<file path="config.mk">
export PLATFORM = sky130hd
export DESIGN_NAME = keyboard_ps2_receiver_flat
export DESIGN_NICKNAME = d
export VERILOG_FILES = /design/src/rtl/keyboard_pkg.sv /design/src/rtl/keyboard_ps2_receiver_if.sv /design/src/rtl/keyboard_ps2_filter.sv /design/src/rtl/keyboard_ps2_receiver.sv /design/src/flat_wrapper.sv
export SDC_FILE = /design/constraint.sdc
export NUM_CORES = 1
export LEC_CHECK = 0
export CAP_MARGIN = 5
export CORE_ASPECT_RATIO = 0.7
export CORE_UTILIZATION = 40
export CTS_BUF_LIST = sky130_fd_sc_hd__clkbuf_4
export DETAILED_ROUTE_END_ITERATION = 16
export DONT_BUFFER_PORTS = 1
export PLACE_DENSITY_LB_ADDON = 0.05
export SYNTH_ARGS = -nofsm -noshare
export SYNTH_HDL_FRONTEND = slang
export SYNTH_SLANG_ARGS = --single-unit
</file>
<file path="constraint.sdc">
create_clock -name iCLOCK -period 3 [get_ports iCLOCK]
set_clock_uncertainty 0.2 [all_clocks]
set_input_delay 0.9 -clock iCLOCK [delete_from_list [all_inputs] [get_ports iCLOCK]]
set_output_delay 0.9 -clock iCLOCK [all_outputs]
set_load 0.005 [all_outputs]
</file>
<file path="src/rtl/keyboard_pkg.sv">
// ---------------------------------------------------------------------------
// keyboard_pkg
// Shared types and constants for the PS/2 keyboard receive path.
//   ps2_state_t          : receiver FSM states
//   PS2_DATA_BITS        : data bits per PS/2 frame
//   DEFAULT_FILTER_LEN   : default clock-filter length
//   DEFAULT_TIMEOUT_CYCLES : default intra-frame timeout (2 ms at 50 MHz)
// ---------------------------------------------------------------------------
package keyboard_pkg;

   typedef enum logic [1:0] {
      IDLE   = 2'd0,
      DATA   = 2'd1,
      PARITY = 2'd2,
      STOP   = 2'd3
   } ps2_state_t;

   localparam int PS2_DATA_BITS          = 8;
   localparam int DEFAULT_FILTER_LEN     = 4;
   localparam int DEFAULT_TIMEOUT_CYCLES = 100000;

   // Odd parity: data plus parity bit must hold an odd number of ones.
   function automatic logic parity_ok(input logic [PS2_DATA_BITS-1:0] d,
                                      input logic p);
      return ^{d, p};
   endfunction

endpackage

</file>
<file path="src/rtl/keyboard_ps2_receiver_if.sv">
// ---------------------------------------------------------------------------
// keyboard_ps2_receiver_if
// Bus between the PS/2 receiver (master) and the FIFO / keyboard controller
// side (slave).
//   iFIFO_FULL  : FIFO full flag, into the receiver
//   oWR_EN      : one-cycle FIFO write strobe
//   oWR_DATA    : scancode, held until the next write
//   oPARITY_ERR : one-cycle parity error pulse
//   oFRAME_ERR  : one-cycle framing / timeout error pulse
//   oOVERFLOW   : one-cycle pulse, good frame dropped on full FIFO
//   oBUSY       : receiver is mid-frame
// ---------------------------------------------------------------------------
interface keyboard_ps2_receiver_if;

   logic       iFIFO_FULL;
   logic       oWR_EN;
   logic [7:0] oWR_DATA;
   logic       oPARITY_ERR;
   logic       oFRAME_ERR;
   logic       oOVERFLOW;
   logic       oBUSY;

   modport master (
      input  iFIFO_FULL,
      output oWR_EN, oWR_DATA, oPARITY_ERR, oFRAME_ERR, oOVERFLOW, oBUSY
   );

   modport slave (
      output iFIFO_FULL,
      input  oWR_EN, oWR_DATA, oPARITY_ERR, oFRAME_ERR, oOVERFLOW, oBUSY
   );

endinterface

</file>
<file path="src/rtl/keyboard_ps2_filter.sv">
// ---------------------------------------------------------------------------
// keyboard_ps2_filter
// Input conditioning for the PS/2 pins.
//   iCLOCK, inRESET : system clock, async active-low reset
//   iPS2_CLK        : raw PS/2 clock pin
//   iPS2_DATA       : raw PS/2 data pin
//   oFE             : one-cycle pulse on a filtered clock 1->0 transition
//   oDATA           : synchronized data pin (unfiltered)
// The clock level only changes after FILTER_LEN consecutive synchronized
// samples disagree with the current filtered level.
// ---------------------------------------------------------------------------
module keyboard_ps2_filter
   import keyboard_pkg::*;
#(
   parameter int FILTER_LEN = DEFAULT_FILTER_LEN
) (
   input  logic iCLOCK,
   input  logic inRESET,
   input  logic iPS2_CLK,
   input  logic iPS2_DATA,
   output logic oFE,
   output logic oDATA
);

   localparam int CW = (FILTER_LEN > 1) ? $clog2(FILTER_LEN) : 1;

   logic [1:0]    clk_sync;
   logic [1:0]    dat_sync;
   logic          filt;
   logic [CW-1:0] cnt;
   logic          fe_q;

   always_ff @(posedge iCLOCK or negedge inRESET) begin
      if (!inRESET) begin
         clk_sync <= 2'b11;
         dat_sync <= 2'b11;
         filt     <= 1'b1;
         cnt      <= '0;
         fe_q     <= 1'b0;
      end else begin
         clk_sync <= {clk_sync[0], iPS2_CLK};
         dat_sync <= {dat_sync[0], iPS2_DATA};
         fe_q     <= 1'b0;
         if (clk_sync[1] != filt) begin
            if (cnt == CW'(FILTER_LEN - 1)) begin
               filt <= clk_sync[1];
               cnt  <= '0;
               // only the high->low flip produces an edge pulse
               fe_q <= filt;
            end else begin
               cnt <= cnt + 1'b1;
            end
         end else begin
            cnt <= '0;
         end
      end
   end

   assign oFE   = fe_q;
   assign oDATA = dat_sync[1];

endmodule

</file>
<file path="src/rtl/keyboard_ps2_receiver.sv">
// ---------------------------------------------------------------------------
// keyboard_ps2_receiver
// Deserializes PS/2 device-to-host frames (start, 8 data LSB-first, odd
// parity, stop) and writes good scancodes into the keyboard sync FIFO.
//   iCLOCK, inRESET : system clock, async active-low reset
//   iPS2_CLK        : raw PS/2 clock pin
//   iPS2_DATA       : raw PS/2 data pin
//   bus (master)    : FIFO write strobe/data, full flag, error pulses, busy
// All strobes are registered and last exactly one cycle.
// ---------------------------------------------------------------------------
module keyboard_ps2_receiver
   import keyboard_pkg::*;
#(
   parameter int FILTER_LEN     = DEFAULT_FILTER_LEN,
   parameter int TIMEOUT_CYCLES = DEFAULT_TIMEOUT_CYCLES,
   parameter int TO_N           = 17
) (
   input  logic                  iCLOCK,
   input  logic                  inRESET,
   input  logic                  iPS2_CLK,
   input  logic                  iPS2_DATA,
   keyboard_ps2_receiver_if.master bus
);

   localparam int BCW = $clog2(PS2_DATA_BITS);

   logic                     fe;
   logic                     din;
   ps2_state_t               state;
   logic [BCW-1:0]           bit_cnt;
   logic [PS2_DATA_BITS-1:0] shift;
   logic                     par;
   logic [TO_N-1:0]          to_cnt;

   logic                     wr_en_q;
   logic [PS2_DATA_BITS-1:0] wr_data_q;
   logic                     par_err_q;
   logic                     frm_err_q;
   logic                     ovf_q;

   keyboard_ps2_filter #(
      .FILTER_LEN (FILTER_LEN)
   ) u_filter (
      .iCLOCK    (iCLOCK),
      .inRESET   (inRESET),
      .iPS2_CLK  (iPS2_CLK),
      .iPS2_DATA (iPS2_DATA),
      .oFE       (fe),
      .oDATA     (din)
   );

   always_ff @(posedge iCLOCK or negedge inRESET) begin
      if (!inRESET) begin
         state     <= IDLE;
         bit_cnt   <= '0;
         shift     <= '0;
         par       <= 1'b0;
         to_cnt    <= '0;
         wr_en_q   <= 1'b0;
         wr_data_q <= '0;
         par_err_q <= 1'b0;
         frm_err_q <= 1'b0;
         ovf_q     <= 1'b0;
      end else begin
         wr_en_q   <= 1'b0;
         par_err_q <= 1'b0;
         frm_err_q <= 1'b0;
         ovf_q     <= 1'b0;

         if (fe) begin
            // an edge always wins over a coincident timeout
            to_cnt <= '0;
            unique case (state)
               IDLE: begin
                  if (!din) begin
                     state   <= DATA;
                     bit_cnt <= '0;
                  end else begin
                     frm_err_q <= 1'b1;
                  end
               end
               DATA: begin
                  shift[bit_cnt] <= din;
                  bit_cnt        <= bit_cnt + 1'b1;
                  if (bit_cnt == BCW'(PS2_DATA_BITS - 1))
                     state <= PARITY;
               end
               PARITY: begin
                  par   <= din;
                  state <= STOP;
               end
               STOP: begin
                  if (!din)
                     frm_err_q <= 1'b1;
                  else if (!parity_ok(shift, par))
                     par_err_q <= 1'b1;
                  else if (bus.iFIFO_FULL)
                     ovf_q <= 1'b1;
                  else begin
                     wr_en_q   <= 1'b1;
                     wr_data_q <= shift;
                  end
                  state <= IDLE;
               end
               default: state <= IDLE;
            endcase
         end else if (state == IDLE) begin
            to_cnt <= '0;
         end else if (to_cnt == TO_N'(TIMEOUT_CYCLES - 2)) begin
            // the register lags the edge by one cycle, so this is the cycle
            // that sits TIMEOUT_CYCLES-1 cycles after the last edge
            state     <= IDLE;
            frm_err_q <= 1'b1;
            to_cnt    <= '0;
         end else begin
            to_cnt <= to_cnt + 1'b1;
         end
      end
   end

   assign bus.oWR_EN      = wr_en_q;
   assign bus.oWR_DATA    = wr_data_q;
   assign bus.oPARITY_ERR = par_err_q;
   assign bus.oFRAME_ERR  = frm_err_q;
   assign bus.oOVERFLOW   = ovf_q;
   assign bus.oBUSY       = (state != IDLE);

endmodule

</file>
<file path="src/flat_wrapper.sv">
// flat-port wrapper written by rule: the top's interface ports become plain ports
module keyboard_ps2_receiver_flat import keyboard_pkg::*;
#(
   parameter int FILTER_LEN     = DEFAULT_FILTER_LEN,
   parameter int TIMEOUT_CYCLES = DEFAULT_TIMEOUT_CYCLES,
   parameter int TO_N           = 17
)
  (iCLOCK, inRESET, iPS2_CLK, iPS2_DATA, bus_iFIFO_FULL, bus_oWR_EN, bus_oWR_DATA, bus_oPARITY_ERR, bus_oFRAME_ERR, bus_oOVERFLOW, bus_oBUSY);
  keyboard_ps2_receiver_if bus_i ();
  input  logic iCLOCK;
  input  logic inRESET;
  input  logic iPS2_CLK;
  input  logic iPS2_DATA;
  input wire logic [$bits(bus_i.iFIFO_FULL)-1:0] bus_iFIFO_FULL;
  output wire logic [$bits(bus_i.oWR_EN)-1:0] bus_oWR_EN;
  output wire logic [$bits(bus_i.oWR_DATA)-1:0] bus_oWR_DATA;
  output wire logic [$bits(bus_i.oPARITY_ERR)-1:0] bus_oPARITY_ERR;
  output wire logic [$bits(bus_i.oFRAME_ERR)-1:0] bus_oFRAME_ERR;
  output wire logic [$bits(bus_i.oOVERFLOW)-1:0] bus_oOVERFLOW;
  output wire logic [$bits(bus_i.oBUSY)-1:0] bus_oBUSY;
  assign bus_i.iFIFO_FULL = bus_iFIFO_FULL;
  assign bus_oWR_EN = bus_i.oWR_EN;
  assign bus_oWR_DATA = bus_i.oWR_DATA;
  assign bus_oPARITY_ERR = bus_i.oPARITY_ERR;
  assign bus_oFRAME_ERR = bus_i.oFRAME_ERR;
  assign bus_oOVERFLOW = bus_i.oOVERFLOW;
  assign bus_oBUSY = bus_i.oBUSY;
  keyboard_ps2_receiver #(.FILTER_LEN(FILTER_LEN), .TIMEOUT_CYCLES(TIMEOUT_CYCLES), .TO_N(TO_N)) u_core (.iCLOCK(iCLOCK), .inRESET(inRESET), .iPS2_CLK(iPS2_CLK), .iPS2_DATA(iPS2_DATA), .bus(bus_i));
endmodule
</file>
Word level (Yosys, flattened, before mapping)
Cells that the tools add are included.
{ "word_totals": {"ff_bits": 51, "input_bits": 5, "out_inout_bits": 13, "word_cells": 81} }
{ "classes": {"n_addsub": 3, "order_cmp": 2, "n_eq_ne": 10, "muxes": 38, "bitwise_logic": 1, "reduce_logical": 12} }
{ "op_table": {"columns": ["cell", "count"], "rows": [
  ["17-bit 2-to-1 mux", 3],
  ["1-bit 2-to-1 mux", 22],
  ["17-bit by 1-bit adder with 17-bit output (second input constant)", 1],
  ["17-bit equality test (second input constant)", 1],
  ["2-bit 2-to-1 mux", 7],
  ["9-bit parity", 1],
  ["8-bit bitwise mux", 1],
  ["2-bit case mux with 4 select lines", 1],
  ["2-bit equality test (second input constant)", 3],
  ["3-bit case mux with 2 select lines", 1],
  ["2-bit AND reduction", 3],
  ["2-bit nonzero test", 3],
  ["5-bit AND reduction", 1],
  ["3-bit by 4-bit < comparator with 1-bit output (second input constant)", 1],
  ["2-bit inequality test (second input constant)", 2],
  ["4-bit AND reduction", 1],
  ["3-bit by 1-bit adder with 3-bit output (second input constant)", 1],
  ["1-bit demux with 3-bit select", 1],
  ["3-bit equality test (second input constant)", 1],
  ["3-bit by 1-bit greater-or-equal comparator with 1-bit output (second input constant)", 1],
  ["3-bit 2-to-1 mux", 1],
  ["3-bit by 2-bit inequality test with 1-bit output (second input constant)", 1],
  ["3-bit AND reduction", 1],
  ["2-bit by 1-bit adder with 2-bit output (second input constant)", 1],
  ["6 further kinds", 6]
]} }

Logic depth before layout (Yosys ltp)
{ "depth": {"ltp_word": 5, "mapped_depth": 7, "ltp_nobuf": 7} }

By module
Synthesis repeated with hierarchy kept, for this count alone.
{ "hier_totals": {"hier_cells": 208, "area_unflattened_um2": 2428.6} }
{ "modules_own_cells": {"columns": ["mod", "instances", "cells_per_inst", "area_each_um2", "seq_area_each_um2"], "rows": [
  ["keyboard_ps2_receiver", 1, 194, 2163.3, 1076.0],
  ["keyboard_ps2_filter", 1, 14, 265.3, 206.4]
]} }

Least setup slack after synthesis
Ideal clock, no wire load.
{ "synth_timing": {"path_type": "reg-to-reg", "startpoint": "reg u_core.to_cnt[14]", "endpoint": "reg u_core.state[0]", "setup_time_ns": 0.129, "arrival_time_ns": 1.864, "required_time_ns": 2.671, "path_slack_ns": 0.807, "path_stages_with_launch": 6, "period_less_slack_ns": 2.193, "path_cell_list": "dfrtp_1 or4_1 or4_1 or3_1 nand3_1 o21ai_1"} }
{ "synth_between": {"elab_chain_len": 3} }
{ "synth_lines": {"columns": ["item", "line", "source"], "rows": [
  ["start, declared", "keyboard_ps2_receiver.sv:33", "logic [TO_N-1:0] to_cnt;"],
  ["start signal, assigned", "keyboard_ps2_receiver.sv:116", "to_cnt <= to_cnt + 1'b1;"],
  ["17-bit equality test", "keyboard_ps2_receiver.sv:109", "end else if (to_cnt == TO_N'(TIMEOUT_CYCLES - 2)) begin"],
  ["2-bit nonzero test (no source line)", null, null],
  ["4-bit AND reduction (no source line)", null, null],
  ["end signal, assigned", "keyboard_ps2_receiver.sv:103", "state <= IDLE;"],
  ["end signal, assigned", "keyboard_ps2_receiver.sv:105", "default: state <= IDLE;"],
  ["end signal, assigned", "keyboard_ps2_receiver.sv:112", "state <= IDLE;"],
  ["end, declared", "keyboard_ps2_receiver.sv:29", "ps2_state_t state;"]
]} }
No other way between the ends.
A chain may end at the register's enable or synchronous reset.

Worst setup path after layout
{ "layout_timing": {"startpoint": "reg u_core.to_cnt[13]", "endpoint": "reg u_core.to_cnt[14]"} }
{ "layout_between": {"elab_chain_len": 4, "word_cells_on_any_way": 5, "classes_between": "add/sub (1); eq/ne (1); mux (3)"} }
{ "layout_lines": {"columns": ["item", "line", "source"], "rows": [
  ["17-bit by 1-bit adder with 17-bit output / 17-bit equality test (equally long branches)", "keyboard_ps2_receiver.sv:116, keyboard_ps2_receiver.sv:109", null],
  ["17-bit 2-to-1 mux (*)", "keyboard_ps2_receiver.sv:109", null],
  ["17-bit 2-to-1 mux (*)", "keyboard_ps2_receiver.sv:107", "end else if (state == IDLE) begin"],
  ["17-bit 2-to-1 mux (*)", "keyboard_ps2_receiver.sv:70", "if (fe) begin"]
]} }
Every way passes the cells marked *; elsewhere a longest branch is shown, timed or not.

==> flow_metrics.tcl <==
set metrics [dict create \
    final_cells 282 \
    drtPass1Iterations 4 \
    cp.arrival_ns 2.47 \
    start_util_pct 42.9 \
    drt-vias-per-instance 5.09 \
    detail-route-antenna-nets 0 \
    synth_top_area_share_pct 49.5 \
    cts.clk_slew.worst_paths_ns 0.17 \
    avgSynthCellArea_um2 11.4 \
    yosys_warnings 0 \
    clk_latency_ns 0.38 \
    synth_edf_count 0 \
    status "completed" \
    core_um2 5420 \
    post-route-period-util_pct 80.9 \
    syn_nets 219 \
    maxCapViolations 0 \
    max_freq_mhz 412 \
    synth_area_um2 2330 \
    cts-root-buf "clkbuf_4" \
    grt_setup_unrepaired "no" \
    grt_pass1_wl_mm 7.25 \
    die_height_um 65.8 \
    synthTopCellsByArea "dfrtp_1, xnor2_1, mux2_1, dfstp_2, ha_1" \
    io_pins 18 \
    path_cells "or4b_1 > or4_1 > nand2_1 > nor2_1" \
    track_usage_pct 15.7 \
    hp-class "primary input to async pin" \
    ys_seq_elements 51 \
    relSlewSlack_pct 52.1 \
    ir_drop_mv 0.206 \
    grt_pass1_vias 1453 \
    grt_max_degree 47 \
    crit_required_ns 3.04 \
    syn2layout_area_growth_pct 6.89 \
    die_x_um 93.1 \
    cts_made_buffers 5 \
    placed_cells 273 \
    cts_buffer_depth 2 \
    setup_viol 0 \
    p_leak_nw 1.16 \
    wl_mm 4.20 \
    min_period_ns 2.43 \
    cts.sinks 51 \
    antenna_found_initial 0 \
    pre_cts_ws_ns 0.591 \
    synth_ff_type "dfrtp_1" \
    finalHoldViolCount 0 \
    htreeDepth 2 \
    netlist_top_cells_count "dfrtp_1, nor2_1, xnor2_1" \
    drv_slew 0 \
    slowest_delay_ns 0.54 \
    async_flop_share_pct 100 \
    drive_gt1_share_pct 9.52 \
    critPathMaxFanout 17 \
    grt-ovfl-total 0 \
    yosysSeqAreaShare_pct 55.1 \
    postCtsSetupRepairBufs 0 \
    dpl_cell_area_um2 2400 \
    post-synth-top-count-cell "dfrtp_1" \
    pwr_density_cell_nw_per_um2 528 \
    tns_ns 0 \
    rows 22 \
    syn-instance-count 204 \
    cts_resized 0 \
    synth_largest_area_cell "dfrtp_1" \
    cts_tree "built" \
    die_area_um2 6130 \
    setup_slack_ns 0.574 \
    end_kind "register" \
    io_buffers 0 \
    dp_hpwl_mm 2.87 \
    vias 1435 \
    route.detailed.drc 0 \
    wire_per_inst_um 14.9 \
    gp_congestion 0.781 \
    synth.distinct_cells 32 \
    holdBufCountCts 1 \
    critPathLaunchType "register" \
    nNetsFinal 224 \
    fin_area_um2 2490 \
    cp_slowest_cell "or4b_1" \
    crit_type "register to register" \
    drt_iter0_markers 56 \
    timing.hold.ws_ns 0.134 \
    tightest_slew_ns 0.712 \
    num_antenna_cells 0 \
]
-- logic make-up after synthesis --
group,after synthesis,synth area share [%]
simple gates,78,16.0
fa+ha+maj,10,5.38
compound gates,11,2.80
buf+inv,12,2.31
mux,18,8.71
xor+xnor,24,9.63
flops,51,55.1
-- routing by layer --
layer	vias up	global-route usage [%]	part of all wire (%)
li1	695	-	-
met1	704	24.6	56
met2	31	20.3	39
met3	5	4.48	4.7
met4	0	5.19	0.95
met5	-	0	0
-- state kept, by name, indices dropped and copies added, names as in the netlist --
register / cells
u_core.bus.oWR_EN: 1
u_core.u_filter.dat_sync: 2
u_core.bus.oWR_DATA: 8
u_core.shift: 8
u_core.u_filter.cnt: 2
u_core.par: 1
u_core.bus.oOVERFLOW: 1
u_core.u_filter.oFE: 1
u_core.bit_cnt: 3
u_core.to_cnt: 17
u_core.u_filter.filt: 1
u_core.bus.oPARITY_ERR: 1
u_core.bus.oFRAME_ERR: 1
u_core.u_filter.clk_sync: 2
u_core.state: 2
-- layout make-up --
cell class,count,area [um2]
Clock buffer,5,37.5
Clock inverter,3,25.0
Fill cell,520,2940
Inverter,9,33.8
Multi-Input combinational cell,141,990
Sequential cell,51,1280
Tap cell,72,90.1
Timing Repair Buffer,1,27.5
-- stage by stage --
step	total power [mW]	utilization [%]
2_1_floorplan	0.931	-
3_3_place_gp	0.963	44.2
3_5_place_dp	0.983	44.2
4_1_cts	1.33	45.8
5_1_grt	1.40	45.8
6_report	1.31	45.8
-- final timing paths --
check | startpoint | endpoint | slack [ns] | cells past startpoint
worst max-delay path | u_core.to_cnt[13] | u_core.to_cnt[14] | 0.57 | 4
worst min-delay path | inRESET | u_core.u_filter.dat_sync[0] | 0.13 | 0
worst max register to register | u_core.to_cnt[13] | u_core.to_cnt[14] | 0.57 | 4
worst min register to register | u_core.u_filter.dat_sync[0] | u_core.u_filter.dat_sync[1] | 0.17 | 0
max in group asynchronous | inRESET | u_core.to_cnt[10] | 2.25 | 1
min in group iCLOCK | u_core.u_filter.dat_sync[0] | u_core.u_filter.dat_sync[1] | 0.17 | 0
-- critical path, delay by kind of cell (launching register included) --
family,cells,cell delay (ns)
AND/OR/NAND/NOR,4,1.64
flip-flops,1,0.46
-- cell usage in the layout, fill, tap and decap left out, types with 2 or more instances in the layout --
master	n
a21oi_1	2
a22o_1	2
and2_1	2
and3_1	5
clkbuf_4	5
clkinv_4	2
dfrtp_1	46
dfstp_2	5
ha_1	10
inv_1	9
mux2_1	12
mux2_2	6
nand2_1	11
nand2b_1	2
nand3_1	12
nand4_1	3
nor2_1	30
nor3_1	5
o21ai_1	5
or4_1	2
xnor2_1	16
xor2_1	7
-- report_power, final --
group,switching [mW],internal [mW]
registers,0.0390,0.738
clock network,0.235,0.0946
logic,0.130,0.0749
(Power assumes the default switching activity.)
